<file path="src/rtl/register_stimulus.sv">
// Drive-side sequencer for the 4-bit register harness: LOAD/SHL/SHR/ROTL/ROTR/HOLD rounds.
// Optional LFSR data source enabled by defining LFSR_DATA_EN.
module register_stimulus #(
   parameter int unsigned CYCLES_PER_PHASE = 8,
   parameter int unsigned ROUNDS           = 4,
   parameter logic [3:0]  SEED             = 4'b1011
) (
   input  logic       CLK,
   input  logic       RST,
   input  logic       START,
   output logic       ENB,
   output logic       DIR,
   output logic [1:0] MODE,
   output logic [3:0] D,
   output logic       S_IN,
   output logic [2:0] PHASE,
   output logic [3:0] ROUND,
   output logic       BUSY,
   output logic       DONE
);

   localparam int unsigned CW =
      (CYCLES_PER_PHASE > 1) ? $clog2(CYCLES_PER_PHASE) : 1;
   localparam logic [CW-1:0] LAST = CW'(CYCLES_PER_PHASE - 1);
   localparam logic [3:0] SEED_G = (SEED == 4'b0000) ? 4'b0001 : SEED;
   localparam logic [3:0] ROUNDS_W = 4'(ROUNDS);

   typedef enum logic [2:0] {
      S_IDLE = 3'd0,
      S_LOAD = 3'd1,
      S_SHL  = 3'd2,
      S_SHR  = 3'd3,
      S_ROTL = 3'd4,
      S_ROTR = 3'd5,
      S_HOLD = 3'd6,
      S_DONE = 3'd7
   } state_t;

   state_t        r_state;
   logic [CW-1:0] r_cnt;
   logic [3:0]    r_round;
   logic [3:0]    r_data;
   logic [3:0]    r_ld;
   logic          r_enb;
   logic          r_dir;
   logic [1:0]    r_mode;
   logic [3:0]    r_d;
   logic          r_sin;
   logic          r_busy;
   logic          r_done;

   state_t        w_state_nxt;
   logic [CW-1:0] w_cnt_nxt;
   logic [3:0]    w_round_nxt;
   logic [3:0]    w_round_inc;
   logic [3:0]    w_data_nxt;
   logic [3:0]    w_ld_nxt;
   logic          w_end;
   logic          w_busy_cur;
   logic          w_enb;
   logic          w_dir;
   logic [1:0]    w_mode;
   logic [3:0]    w_d;
   logic          w_sin;
   logic          w_busy;
   logic          w_done;
   logic          w_shift_bit;

   assign w_end       = (r_cnt == LAST);
   assign w_round_inc = r_round + 4'd1;
   assign w_busy_cur  = (r_state != S_IDLE) && (r_state != S_DONE);

`ifdef LFSR_DATA_EN
   // x^4+x^3+1 Fibonacci LFSR, steps every busy cycle
   always_comb begin
      w_data_nxt = r_data;
      if (w_busy_cur)
         w_data_nxt = {r_data[2:0], r_data[3] ^ r_data[2]};
   end
   assign w_shift_bit = r_data[0];
`else
   always_comb begin
      w_data_nxt = r_data;
      if (r_state == S_LOAD)
         w_data_nxt = {r_data[2:0], r_data[3]};
   end
   assign w_shift_bit = ~w_cnt_nxt[0];
`endif

   always_comb begin
      w_state_nxt = r_state;
      w_round_nxt = r_round;
      unique case (r_state)
         S_IDLE: if (START) w_state_nxt = S_LOAD;
         S_LOAD: w_state_nxt = S_SHL;
         S_SHL:  if (w_end) w_state_nxt = S_SHR;
         S_SHR:  if (w_end) w_state_nxt = S_ROTL;
         S_ROTL: if (w_end) w_state_nxt = S_ROTR;
         S_ROTR: if (w_end) w_state_nxt = S_HOLD;
         S_HOLD: begin
            if (w_end) begin
               w_round_nxt = w_round_inc;
               w_state_nxt = (w_round_inc == ROUNDS_W) ? S_DONE : S_LOAD;
            end
         end
         S_DONE: if (!START) w_state_nxt = S_IDLE;
         default: w_state_nxt = S_IDLE;
      endcase
      if (w_state_nxt == S_IDLE)
         w_round_nxt = 4'd0;
      if (w_state_nxt != r_state)
         w_cnt_nxt = '0;
      else if (w_busy_cur && !w_end)
         w_cnt_nxt = r_cnt + CW'(1);
      else
         w_cnt_nxt = r_cnt;
   end

   // outputs are decoded from the upcoming state so they land with it
   always_comb begin
      w_enb    = 1'b0;
      w_dir    = 1'b0;
      w_mode   = 2'b00;
      w_d      = r_ld;
      w_sin    = 1'b0;
      w_busy   = 1'b1;
      w_done   = 1'b0;
      w_ld_nxt = r_ld;
      unique case (w_state_nxt)
         S_IDLE: w_busy = 1'b0;
         S_LOAD: begin
            w_enb    = 1'b1;
            w_mode   = 2'b11;
            w_d      = r_data;
            w_ld_nxt = r_data;
         end
         S_SHL: begin
            w_enb = 1'b1;
            w_sin = w_shift_bit;
         end
         S_SHR: begin
            w_enb  = 1'b1;
            w_mode = 2'b01;
            w_sin  = w_shift_bit;
         end
         S_ROTL: begin
            w_enb  = 1'b1;
            w_mode = 2'b10;
         end
         S_ROTR: begin
            w_enb  = 1'b1;
            w_mode = 2'b10;
            w_dir  = 1'b1;
         end
         S_HOLD: begin
            w_mode = 2'b11;
            w_d    = ~r_data;
         end
         S_DONE: begin
            w_busy = 1'b0;
            w_done = 1'b1;
         end
         default: w_busy = 1'b0;
      endcase
   end

   always_ff @(posedge CLK) begin
      if (RST) begin
         r_state <= S_IDLE;
         r_cnt   <= '0;
         r_round <= 4'd0;
         r_data  <= SEED_G;
         r_ld    <= 4'h0;
         r_enb   <= 1'b0;
         r_dir   <= 1'b0;
         r_mode  <= 2'b00;
         r_d     <= 4'h0;
         r_sin   <= 1'b0;
         r_busy  <= 1'b0;
         r_done  <= 1'b0;
      end else begin
         r_state <= w_state_nxt;
         r_cnt   <= w_cnt_nxt;
         r_round <= w_round_nxt;
         r_data  <= w_data_nxt;
         r_ld    <= w_ld_nxt;
         r_enb   <= w_enb;
         r_dir   <= w_dir;
         r_mode  <= w_mode;
         r_d     <= w_d;
         r_sin   <= w_sin;
         r_busy  <= w_busy;
         r_done  <= w_done;
      end
   end

   assign ENB   = r_enb;
   assign DIR   = r_dir;
   assign MODE  = r_mode;
   assign D     = r_d;
   assign S_IN  = r_sin;
   assign PHASE = r_state;
   assign ROUND = r_round;
   assign BUSY  = r_busy;
   assign DONE  = r_done;

endmodule
</file>
<file path="config.mk">
export PLATFORM = sky130hd
export DESIGN_NAME = register_stimulus
export DESIGN_NICKNAME = d
export VERILOG_FILES = /design/src/rtl/register_stimulus.sv
export SDC_FILE = /design/constraint.sdc
export NUM_CORES = 1
export LEC_CHECK = 0
export ABC_AREA = 1
export ABC_CLOCK_PERIOD_IN_PS = 2500
export CAP_MARGIN = 20
export CORE_MARGIN = 4
export CORE_UTILIZATION = 40
export DETAILED_ROUTE_END_ITERATION = 7
export SETUP_SLACK_MARGIN = 0.02
export SYNTH_ARGS = -nofsm -noshare
export SYNTH_HDL_FRONTEND = slang
export SYNTH_SLANG_ARGS = --single-unit
</file>
<file path="constraint.sdc">
create_clock -name CLK -period 2.5 [get_ports CLK]
set_input_delay 0.5 -clock CLK [delete_from_list [all_inputs] [get_ports CLK]]
set_output_delay 0.5 -clock CLK [all_outputs]
set_load 0.005 [all_outputs]
</file>
Word level (Yosys, flattened, before mapping)

Cells that the tools add are included.

Flip-flop bits (word level): 29
Latch bits: 0
Memory bits (writable): 0
Bits in read-only memories: 0
Logic and storage cells: 68
Memories: 0

Add/sub/neg operators: 2
Multiply operators: 0
Div/mod/pow operators: 0
Order comparisons: 0
Eq/ne operators: 18
Shifts and indexed selects: 0
Muxes and demuxes: 17
Bitwise operators: 3
Reduce and logical (&&, ||, !) cells: 15

Operators by type and width:

| kind                                                | count |
|---|---|
| equality test 3 bit, second input constant          | 9 |
| two-way mux 3 bit                                   | 8 |
| one-hot mux 3 bit (8 select lines)                  | 1 |
| OR reduction 2 bit                                  | 7 |
| equality test 3 x 2 -> 1 bit, second input constant | 4 |
| one-hot mux 4 bit (2 select lines)                  | 1 |
| equality test 3 x 1 -> 1 bit, second input constant | 2 |
| zero test 3 bit                                     | 2 |
| two-way mux 1 bit                                   | 6 |
| one-hot mux 2 bit (3 select lines)                  | 1 |
| OR reduction 5 bit                                  | 1 |
| adder 4 x 1 -> 4 bit, second input constant         | 1 |
| equality test 4 x 3 -> 1 bit, second input constant | 1 |
| inverter 4 bit                                      | 1 |
| adder 3 x 1 -> 3 bit, second input constant         | 1 |
| != test 3 bit                                       | 1 |
| != test 3 bit, second input constant                | 1 |
| nonzero test 3 bit                                  | 1 |
| logical AND 1 bit                                   | 2 |
| inverter 1 bit                                      | 2 |
| AND reduction 2 bit                                 | 1 |
| zero test 1 bit                                     | 1 |

Depth between registers and ports, before layout

Gate-level depths: netlist of the first run.

Word-level depth: 9
Gate-level depth with buffers: 15
Mapped depth without buffers: 15

Least setup slack after synthesis of the first run

No wires, ideal clock.

Path type: register to register
Start point: register r_cnt[0]
End point: register r_d[0], in the netlist D[0]
Library setup time: 0.128 ns
Arrival time: 1.666 ns
Path slack: 0.706 ns
Stages on the path, launching flop included: 14
Clock period less this slack: 1.794 ns
Cells stage by stage: dfxtp_1 -> ha_1 -> ha_1 -> buf_2 -> nor2_2 -> nand3_2 -> o211ai_2 -> o21ai_4 -> inv_2 -> nand3_4 -> nand2_4 -> nor2_1 -> nor2_1 -> nor2_1

Word-level cells in the longest chain between the ends: 5

Ends and longest elaborated chain:

| item                                                                | line | RTL |
|---|---|---|
| from (decl)                                                         | 40   | `logic [CW-1:0] r_cnt;` |
| from (signal assigned)                                              | 183  | `r_cnt <= w_cnt_nxt;` |
| equality test 3 bit (*)                                             | 69   | `assign w_end = (r_cnt == LAST);` |
| two-way mux 3 bit (on tied branches)                                | --   |  |
| one-hot mux 3 bit (8 select lines) (*)                              | 93   | `unique case (r_state)` |
| equality test 3 bit or equality test 3 x 1 -> 1 bit (tied branches) | 129  | `unique case (w_state_nxt)` |
| one-hot mux 4 bit (2 select lines) (*)                              | 129  |  |
| to (signal assigned)                                                | 190  | `r_d <= w_d;` |
| to (decl)                                                           | 47   | `logic [3:0] r_d;` |

Every way passes the cells marked *; elsewhere a longest branch is shown, timed or not.
A chain may end at the register's enable or synchronous reset.

Final worst setup path of the first run

Start point: register r_state[0], in the netlist PHASE[0]
End point: output port PHASE[0]

RTL lines:

| item                   | line | RTL |
|---|---|---|
| from (decl)            | 39   | `state_t r_state;` |
| from (signal assigned) | 182  | `r_state <= w_state_nxt;` |
| to (decl)              | 16   | `output logic [2:0] PHASE,` |

No word-level cell between the ends.

==> impl_metrics.tcl, run 1 <==
set metrics [dict create \
    run_status "complete, no violations" \
    cp.required_ns 2.00 \
    avgViaCountPerCell 4.77 \
    cts-buffers-inserted 5 \
    synthDominantAreaCellType "dfxtp_1" \
    post_synth.cell_area_avg_sq_um 7.99 \
    setup-tns-final_ns 0 \
    antenna_found_initial 0 \
    clock_power_share_pct 31.0 \
    crit_slowest_cell "dfxtp_1" \
    max_cap_violations 0 \
    slew-limit-headroom_pct 64.6 \
    antenna_violating_nets_post_route 0 \
    design.die.area_sq_um 4500 \
    gp_routability_congestion 0.786 \
    p_sw_share_pct 29.8 \
    crit_fanout 12 \
    grt_overflow_total 0 \
    via_count 1179 \
    rsz0062_at_grt "false" \
    hold_buffers 0 \
    die_width_um 67.1 \
    detail_route.wl_per_cell_um 11.5 \
    syn_to_final_growth_pct 23.6 \
    num-nets-final 207 \
    tritoncts "yes" \
    htreeDepth 2 \
    antennaDiodeCount 0 \
    grt_pass1_wl_mm 4.55 \
    floorplan.initialDensity_pct 41.6 \
    postSynth.asyncResetShare_pct 0 \
    core_area_sq_um 3360 \
    chipHeight_um 67.1 \
    power_density_nw_per_um2 749 \
    p_sw_mw 0.385 \
    worstSetupStartpointType "register" \
    grt_pass1_vias 1020 \
    netlist_top_cells_area "dfxtp_1, nand2_1, nor2_1, inv_1, ha_1" \
    post_cts.repair.setup_buffers 0 \
    drt_first_pass_iters 5 \
    cts.repair.resized 0 \
    timing_hold_violations_final 0 \
    final.period_utilization_pct 84.1 \
    clk_pin_slew_worst_paths_ns 0.09 \
    cp_cell_sequence "clkdlybuf4s50_1" \
    postSynthCellCount 175 \
    detail_route.iter0.violations 41 \
    cts_root_buf "clkbuf_4" \
    arrival_ns 1.60 \
    detailed_route_wl_mm 2.85 \
    place.detailed.hpwl_mm 2.18 \
    post-route-drc-count 0 \
    post_route_cells_drive_above_1_share_pct 16.4 \
    largest_net_degree_at_the_start_of_global_routing 13 \
    power.share.combinational_pct 25.6 \
    design.portCount 21 \
    cts.path.max_buffers 2 \
    synth_common_cells "nand2_1, dfxtp_1, nor2_1" \
    synth-main-ff-cell "dfxtp_1" \
    critical_path.max_stage_delay_ns 0.66 \
    clock_latency_ns 0.33 \
    sequentialPowerShare_pct 43.5 \
    final_period_minus_worst_setup_slack_ns 2.10 \
    synth-warning-count 0 \
    fmaxAchievable_mhz 476 \
    grt_util_all_layers_pct 13.8 \
    power.leakage_nw 0.766 \
    setup-violations-final 0 \
    worst_setup_path_end_kind "output pin" \
    synth.yosys.seq_area_share_pct 41.5 \
    yosys.area.top_type_share_pct 41.5 \
    synth_cell_types 33 \
    synth_nets 182 \
    worst_clock_skew_ns 0.00461 \
    place_worst_setup_slack_ns 0.322 \
    setup_ws_ns 0.398 \
    synthesis.area_sq_um 1400 \
    max-vdd-ir-drop_mv 0.355 \
    critical_setup_path_class "reg2out" \
    max_transition_viols_final 0 \
    crit_buf_inv 1 \
    p_int_mw 0.909 \
    ys_seq_elements 29 \
    critical_path.top_delay_family "flip-flops" \
    num_rows 21 \
    cts.sinks 29 \
    buffer_ports.inserted 20 \
    tightest_pin_transition_ns 0.530 \
    leading_cell_type_by_number_of_instances_after_synthesis "nand2_1" \
    synth_enable_flop_cells 0 \
    worstHoldPathType "reg2reg" \
]
-- power groups by stage --
| stage | Combinational, mW | Sequential, mW | Clock, mW |
|---|---|---|---|
| 3_3_place_gp | 0.327 | 0.571 | 0 |
| 5_1_grt | 0.369 | 0.569 | 0.433 |
| 4_1_cts | 0.335 | 0.563 | 0.410 |
| 3_5_place_dp | 0.333 | 0.573 | 0 |
| 6_report | 0.331 | 0.562 | 0.401 |
| 2_1_floorplan | 0.225 | 0.564 | 0 |
-- logic make-up (layout without fill, tap and decap cells) --
logic type | Yosys count | after routing | synth area share, %
simple gates | 89 | 89 | 33.6
flops | 29 | 29 | 41.5
buf+inv | 28 | 54 | 8.23
compound gates | 20 | 20 | 9.76
fa+ha+maj | 4 | 4 | 3.58
xor+xnor | 3 | 3 | 1.88
mux | 2 | 2 | 1.43
-- sequential cells by signal, summed over array words and instances (netlist names), 2 cells and up --
register,cells
ROUND,4
PHASE,3
D,4
r_data,4
r_ld,4
MODE,2
r_cnt,3
-- final timing paths --
check | from | endpoint | slack, ns | cells after the start
worst max register to register | r_cnt[0] | ROUND[1] | 0.45 | 11
worst min register to register | r_ld[1] | r_ld[1] | 0.47 | 2
worst min-delay path | r_ld[1] | r_ld[1] | 0.47 | 2
worst max-delay path | PHASE[0] | PHASE[0] | 0.40 | 1
-- final cells by class --
| class | instances | area (sq um) |
|---|---|---|
| multi-input cells | 118 | 702 |
| clock buffers | 7 | 55.1 |
| fillers | 356 | 1640 |
| inverters | 25 | 95.1 |
| clock inverters | 1 | 30.0 |
| repair buffers | 21 | 208 |
| well taps | 46 | 57.6 |
| flip-flops and latches | 29 | 581 |
-- cell usage in the layout (no fill, tap or decap), drive strengths merged, types with 4 or more instances in the layout --
master,n
a21oi,10
clkbuf,7
clkdlybuf4s50,20
dfxtp,29
ha,4
inv,23
nand2,36
nand3,13
nand4,4
nor2,33
o211ai,4
o21ai,4
-- stage by stage --
stage / instances / util, % / hold slack, ns / cell area (sq um) / power, mW
CTS: 247 / 51.4 / 0.475 / 1730 / 1.31
finish: 247 / 51.4 / 0.472 / 1730 / 1.29
floorplan: 175 / - / 0.441 / 1400 / 0.790
detailed placement: 239 / 48.8 / 0.460 / 1640 / 0.906
global placement: 239 / 48.8 / 0.457 / 1640 / 0.898
global route: 247 / 51.4 / 0.498 / 1730 / 1.37
-- per-layer routing --
metal  global-route usage, %  part of all wire [%]
met3                    5.40                   7.1
met5                       0                     0
met1                    17.9                    48
met4                    9.11                   2.4
met2                    18.5                    42
-- worst register-to-register path, stage by stage, from the launching register on --
cell and delay [ns]:
dfxtp_1 0.36, ha_1 0.15, ha_1 0.32, inv_1 0.13, nor2_2 0.15, nor2_1 0.11, inv_2 0.08, nand4_4 0.13
nand2_1 0.10, inv_2 0.04, nor2_2 0.26, a21oi_1 0.09
No activity file was read; power rests on OpenSTA's default activity.
==> run 2, diff against run 1 <==
--- a/config.mk
+++ b/config.mk
@@ -6,7 +6,7 @@
 export NUM_CORES = 1
 export LEC_CHECK = 0
 export ABC_AREA = 1
-export ABC_CLOCK_PERIOD_IN_PS = 2500
+export ABC_CLOCK_PERIOD_IN_PS = 1700
 export CAP_MARGIN = 20
 export CORE_MARGIN = 4
 export CORE_UTILIZATION = 40
==> constraint.sdc (replaced) <==
create_clock -name CLK -period 1.7 [get_ports CLK]
set_input_delay 0.34 -clock CLK [delete_from_list [all_inputs] [get_ports CLK]]
set_output_delay 0.34 -clock CLK [all_outputs]
set_load 0.005 [all_outputs]
==> run 2 against run 1 <==
Critical path depth rose by 11; the flow now finishes with violations (negative setup slack); sequential power grew 45%; largest power group unchanged; total power up 46%; clock skew rose by 0.0048 ns.
==> impl_metrics.tcl, run 2 (synthesis gave the netlist of run 1 again) <==
set metrics [dict create \
    run_status "complete, but fails checks" \
    violations_in_the_final_reports "negative setup slack" \
    drt_first_pass_iters 4 \
    met3_wirelength_um 114 \
    power_density_nw_per_um2 880 \
    place.detailed.hpwl_mm 2.38 \
    place_worst_setup_slack_ns -0.249 \
    timing_hold_violations_final 0 \
    worst_setup_path_end_kind "register" \
    tritoncts "yes" \
    setup-violations-final 15 \
    cts-buffers-inserted 5 \
    fillCellCount 316 \
    layout_commonest_cell "buf_4" \
    design.portCount 21 \
    arrival_ns 1.97 \
    buffer_ports.inserted 20 \
    grt_pass1_wl_mm 5.40 \
    highest-signal-layer "met4" \
    timing.critical_path.mode_cell "nor2_1" \
    fmaxAchievable_mhz 571 \
    layout.cells.most_common_list "buf_4, nand2_1, dfxtp_1" \
    finalHoldWorstSlack_ns 0.465 \
    multi_input_comb_area_sq_um 860 \
    final_util_pct 63.8 \
    critical_setup_path_class "reg2reg" \
    min_path_cells 2 \
    grt_overflow_total 0 \
    grt_pass1_vias 1261 \
    critical_path.max_stage_delay_ns 0.36 \
    worstSetupStartpointType "register" \
    max_transition_viols_final 0 \
    via_count 1291 \
    antenna_violating_nets_post_route 0 \
    crit_fanout 5 \
    wl_met2_mm 1.76 \
    post-route-drc-count 0 \
    largest_net_degree_at_the_start_of_global_routing 10 \
    cp_cell_sequence "ha_4 -> ha_4 -> buf_4 -> nand2_1 -> nand2_2 -> nand2_2 -> nor2_4 -> nand3_4 -> nand2_4 -> nor2_1 -> nor2_1 -> nor2_1" \
    core_area_sq_um 3360 \
    max_cap_violations 0 \
    grt_util_all_layers_pct 16.1 \
    floorplan.initialDensity_pct 41.6 \
    syn_to_final_growth_pct 53.6 \
    max-vdd-ir-drop_mv 0.543 \
    crit_slowest_cell "dfxtp_2" \
    setup_ws_ns -0.0512 \
    antennaDiodeCount 0 \
    avgViaCountPerCell 4.61 \
    post_route_cells_drive_above_1_share_pct 41.9 \
    antenna_found_initial 0 \
    htreeDepth 2 \
    final_period_minus_worst_setup_slack_ns 1.75 \
    worstHoldPathType "reg2reg" \
    r2r.worst_path.cells 12 \
    detailed_route_wl_mm 3.26 \
    cp.required_ns 1.92 \
    detail_route.iter0.violations 39 \
    chipHeight_um 67.1 \
    cts.sinks 29 \
    cts_root_buf "clkbuf_4" \
    power.leakage_nw 1.02 \
    worst_clock_skew_ns 0.00938 \
    rsz0062_at_grt "true" \
    area.sequential_sq_um 601 \
    gp_routability_congestion 0.804 \
    cts.path.max_buffers 2 \
    design.die.area_sq_um 4500 \
    hold_buffers 0 \
    detail_route.wl_per_cell_um 11.6 \
    clock_latency_ns 0.32 \
    clk_pin_slew_worst_paths_ns 0.09 \
    slew-limit-headroom_pct 72.6 \
    tightest_pin_transition_ns 0.406 \
    num-nets-final 240 \
    final.period_utilization_pct 103 \
    num_rows 21 \
    die_width_um 67.1 \
    wirelength_met1_mm 1.34 \
]
run 2: changes by cell type in the layout (fill, tap and decap cells not counted), moves of 5 or more:
cell / delta
nor2_4: +6
clkdlybuf4s50_1: -5
buf_4: +29
dlymetal6s2s_1: +5
nand2_1: -5
nand3_1: -5
nand2_2: +5
nor2_1: -6
dfxtp_1: -8
run 2: critical path, delay by kind of cell (launching register included):
family | cells | cell delay (ns)
adder cells (fa/ha/maj) | 2 | 0.31
AND/OR/NAND/NOR | 9 | 0.85
buffers and inverters | 1 | 0.11
flip-flops | 1 | 0.36
run 2: timing repair:
action,4_1_cts,5_1_grt
pin swaps,5,17
setup endpoints to repair,19,28
buffers inserted,4,5
resized for setup,15,33
run 2: per-stage QoR:
stage          total power, mW  instances  TNS, ns  area, sq um
5_1_grt                   2.03        280    -2.15         2150
2_1_floorplan             1.17        175        0         1440
6_report                  1.89        280   -0.513         2150
3_3_place_gp              1.41        264    -2.39         1870
4_1_cts                   1.84        275  -0.0630         1990
3_5_place_dp              1.42        264    -3.01         1870
run 2: cell type report:
cell class | instances | area share, %
clock buffer | 6 | 1.92
clock inverter | 2 | 0.466
inverter | 25 | 4.43
multi-input combinational | 118 | 40.0
sequential | 29 | 28.0
tap | 46 | 2.68
timing repair buffer | 54 | 22.5
run 2: power by group:
group	internal (mW)	switching (mW)	total, mW
clock	0.157	0.223	0.380
combinational	0.344	0.348	0.693
sequential	0.766	0.0499	0.816
run 2: final timing paths:
check / startpoint / endpoint / slack, ns
setup / recovery: r_cnt[1] / D[0] / -0.05
hold / removal: r_ld[0] / r_ld[0] / 0.47
setup reg to reg: r_cnt[1] / D[0] / -0.05
hold reg to reg: r_ld[0] / r_ld[0] / 0.47
run 2: layer usage:
metal | GRT usage, % | vias up
met5 | 0 | -
met4 | 7.85 | 0
met3 | 3.71 | 5
met2 | 29.0 | 15
met1 | 17.4 | 599
li1 | - | 672
==> run 3, diff against run 2 <==
--- a/config.mk
+++ b/config.mk
@@ -8,6 +8,7 @@
 export ABC_AREA = 1
 export ABC_CLOCK_PERIOD_IN_PS = 1700
 export CAP_MARGIN = 20
+export CORE_ASPECT_RATIO = 1.1
 export CORE_MARGIN = 4
 export CORE_UTILIZATION = 40
 export DETAILED_ROUTE_END_ITERATION = 7
==> run 3 against run 2 <==
The run still ends with negative setup slack left; clock skew decreased by 0.0036 ns; sequential cell count did not move; critical path depth down 1; clock power rose by 55%; worst hold slack improved by 0.0055 ns; critical path type unchanged.
==> impl_metrics.tcl, run 3 (synthesis gave the netlist of run 1 again) <==
set metrics [dict create \
    antennaDiodeCount 0 \
    clock_latency_ns 0.33 \
    floorplan.initialDensity_pct 41.6 \
    critical_path_cell_count 11 \
    antenna_found_initial 0 \
    fillCellCount 300 \
    worstHoldPathType "reg2reg" \
    antenna_violating_nets_post_route 0 \
    num_rows 22 \
    post-route-drc-count 0 \
    post_route_cells_drive_above_1_share_pct 39.2 \
    timing_hold_violations_final 0 \
    tritoncts "yes" \
    largest_net_degree_at_the_start_of_global_routing 10 \
    setup.worst_path.end "MODE[0]" \
    die_width_um 64.4 \
    timing.hold.worst.start "r_ld[2]" \
    critical_path.max_stage_delay_ns 0.34 \
    setup-tns-final_ns -0.412 \
    design.portCount 21 \
    detail_route.wl_per_cell_um 11.5 \
    regToRegEndpoint "MODE[0]" \
    cp.required_ns 1.93 \
    critical_path.top_delay_family "compound AO/OA/AOI/OAI gates" \
    final_util_pct 64.0 \
    start_of_the_worst_register_to_register_path "r_cnt[1]" \
    power.leakage_nw 1.00 \
    power_density_nw_per_um2 990 \
    fmaxAchievable_mhz 555 \
    syn_to_final_growth_pct 53.8 \
    power.share.combinational_pct 33.7 \
    crit_slowest_cell "dfxtp_2" \
    cts.sinks 29 \
    cts-buffers-inserted 5 \
    area.sequential_sq_um 601 \
    detailed_route_wl_mm 3.27 \
    p_sw_share_pct 29.6 \
    timing.critical_path.mode_cell "ha_4" \
    tightest_pin_transition_ns 0.378 \
    cp_cell_sequence "ha_4 -> ha_4 -> nor2_4 -> o211ai_2 -> o21ai_4 -> inv_2 -> nand3_4 -> nand2_4 -> buf_4 -> o21ai_0 -> inv_1" \
    crit_fanout 7 \
    chipHeight_um 70.0 \
    clock_power_share_pct 27.7 \
    cts_root_buf "clkbuf_4" \
    grt_pass1_vias 1309 \
    run_status "complete, but fails checks" \
    worst_clock_skew_ns 0.00577 \
    p_int_mw 1.50 \
    worst_setup_path_startpoint "r_cnt[1]" \
    final.period_utilization_pct 106 \
    multi_input_comb_area_sq_um 808 \
    setup_ws_ns -0.100 \
    crit_buf_inv 3 \
    place.detailed.hpwl_mm 2.35 \
    grt_util_all_layers_pct 16.0 \
    htreeDepth 2 \
    sequentialPowerShare_pct 38.6 \
    design.die.area_sq_um 4500 \
    layout_commonest_cell "buf_4" \
    grt_overflow_total 0 \
    violations_in_the_final_reports "negative setup slack" \
    core_area_sq_um 3360 \
    max_cap_violations 0 \
    clk_pin_slew_worst_paths_ns 0.09 \
    avgViaCountPerCell 4.66 \
    drt_first_pass_iters 4 \
    worst_setup_path_end_kind "register" \
    critical_setup_path_class "reg2reg" \
    max-vdd-ir-drop_mv 0.501 \
    slew-limit-headroom_pct 74.7 \
    p_sw_mw 0.631 \
    worstSetupStartpointType "register" \
    setup-violations-final 10 \
    final_period_minus_worst_setup_slack_ns 1.80 \
    max_transition_viols_final 0 \
    gp_routability_congestion 0.785 \
    buffer_ports.inserted 20 \
    via_count 1329 \
    cts.path.max_buffers 2 \
    detail_route.iter0.violations 33 \
    rrSetupSlack_ns -0.10 \
    rsz0062_at_grt "true" \
    grt_pass1_wl_mm 5.75 \
    arrival_ns 2.03 \
    layout.cells.most_common_list "buf_4, nand2_1, nor2_1" \
    r2r.worst_path.cells 11 \
    num-nets-final 243 \
]
## run 3: changes by cell type in the layout (fill, tap and decap cells not counted), sizes merged
cell           change
dlymetal6s2s       -3
clkinv             -2
clkbuf             +1
dlygate4sd2        +2
clkdlybuf4s50      +1
buf                +3
bufinv             +1
## run 3: layout make-up
class                   count  share of cell area, %
repair buffers             57                   23.3
clock buffers               7                   2.56
flip-flops and latches     29                   27.9
well taps                  48                   2.79
inverters                  25                   4.42
clock inverters             1                   1.40
multi-input cells         118                   37.6
## run 3: tightest hold or removal path: stages (launching register included)
cell and delay (ns):
dfxtp_1 0.32, nand2_1 0.06, a21oi_1 0.05
## run 3: stage by stage
stage,setup WS [ns],instances,area (sq um),power [mW],hold slack (ns)
3_5_place_dp,-0.259,267,1890,1.45,0.458
4_1_cts,-0.0265,283,2100,2.11,0.468
3_3_place_gp,-0.192,267,1890,1.44,0.462
2_1_floorplan,0.0183,175,1440,1.17,0.441
6_report,-0.100,285,2150,2.13,0.471
5_1_grt,-0.193,285,2150,2.25,0.502
## run 3: repair_timing
action                                  in CTS  in global routing
resized for setup                           19                 12
buffers inserted                             8                  2
gates cloned                                 0                  0
hold buffers                                 0                  0
endpoints found under the setup margin      17                 26
pin swaps                                    5                  5
## run 3: layer usage
layer | part of all wire (%) | routed length [um] | vias to the layer above | track usage [%]
met4 | 1.2 | 40 | 0 | 4.23
met3 | 4.1 | 135 | 8 | 4.50
li1 | - | - | 676 | -
met2 | 54 | 1780 | 30 | 30.3
met5 | 0 | 0 | - | 0
met1 | 40 | 1320 | 615 | 16.9
## run 3: how the worst min path moves through the flow
stage	cells after the start	slack [ns]	endpoint
after floorplan	2	0.44	r_ld[0]
after global placement	2	0.46	r_ld[0]
after detailed placement	2	0.46	r_ld[2]
after CTS	2	0.47	r_ld[3]
after global routing	2	0.50	r_ld[0]
final	2	0.47	r_ld[2]
## run 3: power groups by stage
stage	clock (mW)	combinational, mW	sequential (mW)
after CTS	0.609	0.680	0.822
after global placement	0	0.603	0.834
after floorplan	0	0.340	0.834
final	0.589	0.717	0.822
after global routing	0.635	0.785	0.832
after detailed placement	0	0.614	0.837
